File: src/rtl/chess_pkg.sv
// Shared dark-chess encodings: piece codes, colors, cover state, address split
// and the canonical index-to-piece mapping used at setup.
package chess_pkg;

  localparam int unsigned ADDR_W     = 5;
  localparam int unsigned PIECE_W    = 5;
  localparam int unsigned ENTRY_W    = 4;
  localparam int unsigned NUM_PIECES = 32;
  localparam int unsigned LFSR_W     = 16;
  localparam int unsigned DRAW_W     = 5;

  localparam logic [2:0] PIECE_EMPTY   = 3'b000;
  localparam logic [2:0] PIECE_SOLDIER = 3'b001;
  localparam logic [2:0] PIECE_CANNON  = 3'b010;
  localparam logic [2:0] PIECE_KNIGHT  = 3'b011;
  localparam logic [2:0] PIECE_ROOK    = 3'b100;
  localparam logic [2:0] PIECE_BISHOP  = 3'b101;
  localparam logic [2:0] PIECE_QUEEN   = 3'b110;
  localparam logic [2:0] PIECE_KING    = 3'b111;

  localparam logic COLOR_RED       = 1'b0;
  localparam logic COLOR_BLACK     = 1'b1;
  localparam logic STATE_COVERED   = 1'b0;
  localparam logic STATE_UNCOVERED = 1'b1;

  // Board address is {row[1:0], col[2:0]}
  localparam int unsigned ROW_MSB = 4;
  localparam int unsigned ROW_LSB = 3;
  localparam int unsigned COL_MSB = 2;
  localparam int unsigned COL_LSB = 0;

  typedef struct packed {
    logic       color;
    logic [2:0] kind;
    logic       state;
  } piece_t;

  function automatic logic [2:0] canonical_type(input logic [3:0] idx);
    logic [2:0] t;
    t = PIECE_SOLDIER;
    if (idx == 4'd0)       t = PIECE_KING;
    else if (idx <= 4'd2)  t = PIECE_QUEEN;
    else if (idx <= 4'd4)  t = PIECE_BISHOP;
    else if (idx <= 4'd6)  t = PIECE_ROOK;
    else if (idx <= 4'd8)  t = PIECE_KNIGHT;
    else if (idx <= 4'd10) t = PIECE_CANNON;
    return t;
  endfunction

  function automatic logic [ENTRY_W-1:0] canonical_entry(input logic [4:0] idx);
    return {idx[4], canonical_type(idx[3:0])};
  endfunction

  // Smallest all-ones mask covering v, i.e. (next power of two >= v+1) - 1
  function automatic logic [4:0] span_mask(input logic [4:0] v);
    logic [4:0] m;
    m = v;
    m = m | (m >> 1);
    m = m | (m >> 2);
    m = m | (m >> 4);
    return m;
  endfunction

endpackage

File: src/rtl/board_lfsr.sv
// Free-running 16-bit Fibonacci LFSR (x^16+x^14+x^13+x^11+1), low bits exposed as a draw.
module board_lfsr
  import chess_pkg::*;
#(
  parameter logic [LFSR_W-1:0] SEED = 16'hACE1
) (
  input  logic              clk,
  input  logic              rst,
  output logic [DRAW_W-1:0] draw
);

  logic [LFSR_W-1:0] value;
  logic              feedback;

  assign feedback = value[0] ^ value[2] ^ value[3] ^ value[5];
  assign draw     = value[DRAW_W-1:0];

  always_ff @(posedge clk or posedge rst) begin
    if (rst) value <= SEED;
    else     value <= {feedback, value[LFSR_W-1:1]};
  end

endmodule

File: src/rtl/board_setup_ctrl.sv
// Owns the board write port: shuffles and writes 32 covered pieces after reset or
// new_game, then passes game-logic writes straight through.
module board_setup_ctrl
  import chess_pkg::*;
#(
  parameter logic [15:0] SEED       = 16'hACE1,
  parameter int unsigned MAX_REJECT = 7
) (
  input  logic       CLK,
  input  logic       RESET,
  input  logic       new_game,
  input  logic [4:0] logic_addr,
  input  logic [4:0] logic_piece,
  input  logic       logic_we,
  output logic [4:0] board_wr_addr,
  output logic [4:0] board_wr_piece,
  output logic       board_wr_en,
  output logic       logic_hold,
  output logic       setup_done
);

  localparam int unsigned REJ_W = (MAX_REJECT > 0) ? $clog2(MAX_REJECT + 1) : 1;
  localparam logic [REJ_W-1:0] REJ_MAX = REJ_W'(MAX_REJECT);

  localparam logic [1:0] ST_LOAD    = 2'd0;
  localparam logic [1:0] ST_SHUFFLE = 2'd1;
  localparam logic [1:0] ST_WRITE   = 2'd2;
  localparam logic [1:0] ST_IDLE    = 2'd3;

  logic [1:0]         state, state_nx;
  logic [4:0]         idx, idx_nx;
  logic [4:0]         k, k_nx;
  logic [REJ_W-1:0]   rej, rej_nx;
  logic [ENTRY_W-1:0] list [NUM_PIECES];

  logic [DRAW_W-1:0] draw;
  logic [4:0]        j_raw;
  logic [4:0]        j_sel;
  logic              accept;
  logic              forced;
  logic              swap_en;

  board_lfsr #(.SEED(SEED)) u_lfsr (
    .clk  (CLK),
    .rst  (RESET),
    .draw (draw)
  );

  // Draw evaluation: accept in-range j, otherwise count rejects until the fallback j = i
  always_comb begin
    j_raw   = draw & span_mask(idx);
    accept  = (j_raw <= idx);
    forced  = !accept && (rej >= REJ_MAX);
    j_sel   = forced ? idx : j_raw;
    swap_en = (state == ST_SHUFFLE) && (accept || forced);
  end

  always_ff @(posedge CLK or posedge RESET) begin
    if (RESET) begin
      state <= ST_LOAD;
      idx   <= 5'd31;
      k     <= 5'd0;
      rej   <= '0;
    end else begin
      state <= state_nx;
      idx   <= idx_nx;
      k     <= k_nx;
      rej   <= rej_nx;
    end
  end

  always_comb begin
    state_nx = state;
    idx_nx   = idx;
    k_nx     = k;
    rej_nx   = rej;
    case (state)
      ST_LOAD: begin
        idx_nx   = 5'd31;
        rej_nx   = '0;
        state_nx = ST_SHUFFLE;
      end
      ST_SHUFFLE: begin
        if (accept || forced) begin
          idx_nx = idx - 5'd1;
          rej_nx = '0;
          if (idx == 5'd1) begin
            k_nx     = 5'd0;
            state_nx = ST_WRITE;
          end
        end else begin
          rej_nx = rej + REJ_W'(1);
        end
      end
      ST_WRITE: begin
        k_nx = k + 5'd1;
        if (k == 5'd31) state_nx = ST_IDLE;
      end
      default: ;
    endcase
    // A new game restarts setup from any state, abandoning partial work
    if (new_game) begin
      state_nx = ST_LOAD;
      idx_nx   = 5'd31;
      k_nx     = 5'd0;
      rej_nx   = '0;
    end
  end

  // Piece list: canonical fill in LOAD, one registered swap per accepted draw
  always_ff @(posedge CLK) begin
    if (state == ST_LOAD) begin
      for (int n = 0; n < NUM_PIECES; n++) list[n] <= canonical_entry(5'(n));
    end else if (swap_en) begin
      list[idx]   <= list[j_sel];
      list[j_sel] <= list[idx];
    end
  end

  always_comb begin
    board_wr_addr  = 5'd0;
    board_wr_piece = 5'd0;
    board_wr_en    = 1'b0;
    logic_hold     = 1'b1;
    setup_done     = 1'b0;
    case (state)
      ST_WRITE: begin
        board_wr_en    = 1'b1;
        board_wr_addr  = k;
        board_wr_piece = {list[k], STATE_COVERED};
      end
      ST_IDLE: begin
        board_wr_en    = logic_we;
        board_wr_addr  = logic_addr;
        board_wr_piece = logic_piece;
        logic_hold     = 1'b0;
        setup_done     = 1'b1;
      end
      default: ;
    endcase
  end

endmodule

File: config.mk
export PLATFORM = sky130hd
export DESIGN_NAME = board_setup_ctrl
export DESIGN_NICKNAME = d
export VERILOG_FILES = /design/src/rtl/chess_pkg.sv /design/src/rtl/board_lfsr.sv /design/src/rtl/board_setup_ctrl.sv
export SDC_FILE = /design/constraint.sdc
export NUM_CORES = 1
export LEC_CHECK = 0
export BUFFER_PORTS_ARGS = -buffer_cell sky130_fd_sc_hd__buf_2
export CORE_ASPECT_RATIO = 1.25
export CORE_MARGIN = 3
export CORE_UTILIZATION = 50
export DETAILED_ROUTE_END_ITERATION = 8
export PLACE_DENSITY_LB_ADDON = 0.15
export SYNTH_ARGS = -nofsm -noshare
export SYNTH_HDL_FRONTEND = slang
export SYNTH_SLANG_ARGS = --single-unit
File: constraint.sdc
create_clock -name CLK -period 4.7 [get_ports CLK]
set_input_delay 0.94 -clock CLK [delete_from_list [all_inputs] [get_ports CLK]]
set_output_delay 0.94 -clock CLK [all_outputs]
set_load 0.05 [all_outputs]
==> out/qor.yml <==
sta:
  hold_viol: 0
  tightestPinTransition_ns: 1.01
  post-route-min-period_ns: 4.45
  final.period_utilization: 0.948
  clock_skew_ns: 0.0161
  drv_slew: 0
  whs_ns: 0.354
  maxSlewHeadroom: 0.325
  fmax_mhz: 225
  tns_ns: 0
  rsz0062_at_grt: "no"
  setup_viol: 0
detailed_routing:
  wire_per_inst_microns: 30.7
  drtPass1Iterations: 6
  drtIter0Drc: 1397
  drtAntennaViolNets: 0
  via_count: 9513
  drc: 0
  wl_mm: 40.2
  viasPerCell: 7.27
worst_setup_path:
  critical_path_class: "flop to flop"
  r2r-end: "list[19][2]$_DFFE_PP_"
  startpoint: "idx[2]$_DFFE_PP1P_"
  path_depth: 14
  worstSetupEndpoint: "list[19][2]$_DFFE_PP_"
  critPathArrivalTime_ns: 4.62
  reg2reg_from: "idx[2]$_DFFE_PP1P_"
  critPathMostFrequentCell: "buf_4"
  cp.buffers_inverters: 4
  rr_worst_depth: 14
  crit_required_ns: 4.87
  r2r_slack_ns: 0.25
  cpPeakStageDelay_ns: 0.59
  endpoint_kind: "flop"
  crit_chain: "buf_4 > inv_1 > ha_1 > a211oi_1 > nor3_2 > o211ai_4 > mux2i_4 > buf_12 > mux2i_1 > o22ai_1 > nor4_1 > and4_1 > buf_4 > a22oi_1"
  worst_path_max_delay_cell: "dfstp_2"
  cp_max_fo: 31
  crit_path_start_kind: "flop"
  worst_path_dominant_cell_family: "simple AND/OR/NAND/NOR gates"
die:
  io-pin-count: 27
  start_util: 0.517
  die_width_microns: 138
  core-area_sq_um: 21100
  die_h_microns: 171
  num_rows: 59
  die-area_sq_um: 23600
cells_and_area:
  drive_above_1_share: 0.207
  final_util: 0.573
  syn2layout_area_growth_pct: 11.0
  finalNetCount: 1052
  fillCellCount: 1847
hold_path:
  hold_path_class: "flop to flop"
clock_tree:
  cts_resized: 0
  cts_sinks: 159
  clk_pin_slew_ns: 0.07
  post_cts_buffers: 0
  clock_latency_ns: 0.45
  holdBufCountCts: 0
  cts-root-buf: "clkbuf_16"
  cts_buffers: 17
  htreeDepth: 4
  cts_tree: "built"
  clk_path_buf_depth: 2
global_routing:
  grt_use_met1: 0.435
  antenna_found_initial: 1
  grt_pass1_vias: 9099
  grt.overflow.total: 0
  track_usage: 0.341
  grt_pass1_wl_mm: 59.8
  use_met2: 0.549
  grtUsageMet3: 0.0632
  grt_max_degree: 46
  top_usage_layer: "met2"
run:
  maxCapViolCount: 0
synthesis:
  synthCells: 1015
  syn_avg_cell_area_sq_um: 10.7
  yosysMostFrequentCell: "edfxtp_1"
  yosys_warnings: 0
  synth_commonest_cells: "edfxtp_1 (128), nand2_1 (117), nor2_1 (105), o22ai_1 (79), mux4_2 (74)"
  ys_async_sr_fraction: 0.195
  syn_nets: 1046
  synth_top_flop_cell: "edfxtp_1"
  synth_top_area_frac: 0.352
  synthTopCellsByArea: "edfxtp_1 (35%), mux4_2 (15%), a22oi_1 (4.9%)"
  synth_area_sq_um: 10900
  synth-seq-cells: 159
  synth_area_leader_cell: "edfxtp_1"
  yosysUniqueCellTypes: 51
  ys_seq_area_frac: 0.425
  synth-edff-count: 128
placement:
  globalplace.congestion: 1.07
  portBuffers: 26
  dp_hpwl_mm: 28.4
pwr:
  p_per_area_nw_per_um2: 482
  power.clock.fraction: 0.262
  power.leakage_nw: 3.93
  internal-power_mw: 3.53
  p_sw_frac: 0.394
  ir_worst_vdd_mv: 0.423
  seqPwrFrac: 0.376
  combPwrFrac: 0.362
  p_switching_mw: 2.30
status:
  outcome: "completed"
## worst min-delay path by stage
| stage | cells after the start | startpoint | endpoint | slack [ns] |
|---|---|---|---|---|
| after detailed placement | 0 | u_lfsr.value[9]$_DFF_PP0_ | u_lfsr.value[8]$_DFF_PP0_ | 0.34 |
| final | 0 | u_lfsr.value[14]$_DFF_PP0_ | u_lfsr.value[13]$_DFF_PP1_ | 0.35 |
| after global routing | 0 | u_lfsr.value[7]$_DFF_PP1_ | u_lfsr.value[6]$_DFF_PP1_ | 0.36 |
| after floorplan | 0 | u_lfsr.value[9]$_DFF_PP0_ | u_lfsr.value[8]$_DFF_PP0_ | 0.33 |
| after CTS | 0 | u_lfsr.value[11]$_DFF_PP1_ | u_lfsr.value[10]$_DFF_PP1_ | 0.36 |
| after global placement | 0 | u_lfsr.value[14]$_DFF_PP0_ | u_lfsr.value[13]$_DFF_PP1_ | 0.34 |
## sequential cells by signal, summed over array words and instances (netlist names)
name and cells:
idx 5, state 2, rej 3, u_lfsr.value 16, list 128, k 5
## layer usage
| layer | vias up | part of all wire |
|---|---|---|
| met1 | 4661 | 0.36 |
| met3 | 156 | 0.11 |
| met5 | - | 0 |
| met4 | 0 | 0.069 |
| met2 | 677 | 0.46 |
| li1 | 4019 | - |
## placed cells by master (no fill, tap or decap), types with 3 or more instances in the layout
cell and n:
dfrtp_1 16, a22oi_1 71, nand2b_1 9, buf_4 36
xnor2_1 5, inv_6 3, o21ai_0 13, nor2b_1 8
bufinv_16 3, mux2_2 15, and2_1 7, buf_2 26
nand3_1 18, a21oi_1 18, a31oi_1 13, and3_1 10
nor2_1 105, or3_1 28, o22ai_1 79, a22o_1 11
o32ai_1 5, nor3_1 41, edfxtp_1 128, inv_1 16
buf_12 7, nand2_1 117, mux2i_1 49, inv_8 5
dfstp_2 13, ha_1 17, clkbuf_16 17, nor4_1 6
and4_1 4, mux4_2 74, o31ai_1 4, o41ai_1 3
## final cells by class
| cell class | instances | area, sq um | share of cell area |
|---|---|---|---|
| multi-input combinational | 757 | 5890 | 0.486 |
| sequential | 159 | 4640 | 0.383 |
| timing repair buffer | 70 | 552 | 0.0456 |
| clock buffer | 17 | 425 | 0.0351 |
| tap | 274 | 343 | 0.0283 |
| clock inverter | 15 | 198 | 0.0163 |
| inverter | 16 | 60.1 | 0.00496 |
| antenna | 1 | 2.50 | 0.000207 |
## power groups by stage
stage	clock network [mW]	registers [mW]	logic [mW]
floorplan	0	2.09	1.36
CTS	1.53	2.18	2.07
detailed placement	0	2.21	2.06
global placement	0	2.20	2.05
finish	1.53	2.19	2.11
global route	1.59	2.22	2.17
## worst register-to-register path: stages (launching register included)
cell and delay [ns]:
dfstp_2 0.59, buf_4 0.20, inv_1 0.13, ha_1 0.33
a211oi_1 0.30, nor3_2 0.12, o211ai_4 0.22, mux2i_4 0.34
buf_12 0.26, mux2i_1 0.36, o22ai_1 0.11, nor4_1 0.46
and4_1 0.36, buf_4 0.29, a22oi_1 0.11
## cell families after synthesis
kind of cell | count (synthesis) | synth area share
xor+xnor | 6 | 0.00482
mux | 139 | 0.215
fa+ha+maj | 17 | 0.0195
simple gates | 361 | 0.152
flops | 159 | 0.425
compound gates | 234 | 0.148
buf+inv | 99 | 0.0357
## stage by stage
step | area, sq um | std cells | power (mW) | worst slack, ns
finish | 12100 | 1309 | 5.83 | 0.246
global route | 12100 | 1308 | 5.98 | 0.0176
CTS | 12100 | 1308 | 5.77 | 0.286
detailed placement | 11500 | 1276 | 4.26 | 0.292
global placement | 11500 | 1276 | 4.25 | 0.380
floorplan | 10900 | 1015 | 3.45 | 0.0377
Power figures use the tool's default switching activity.
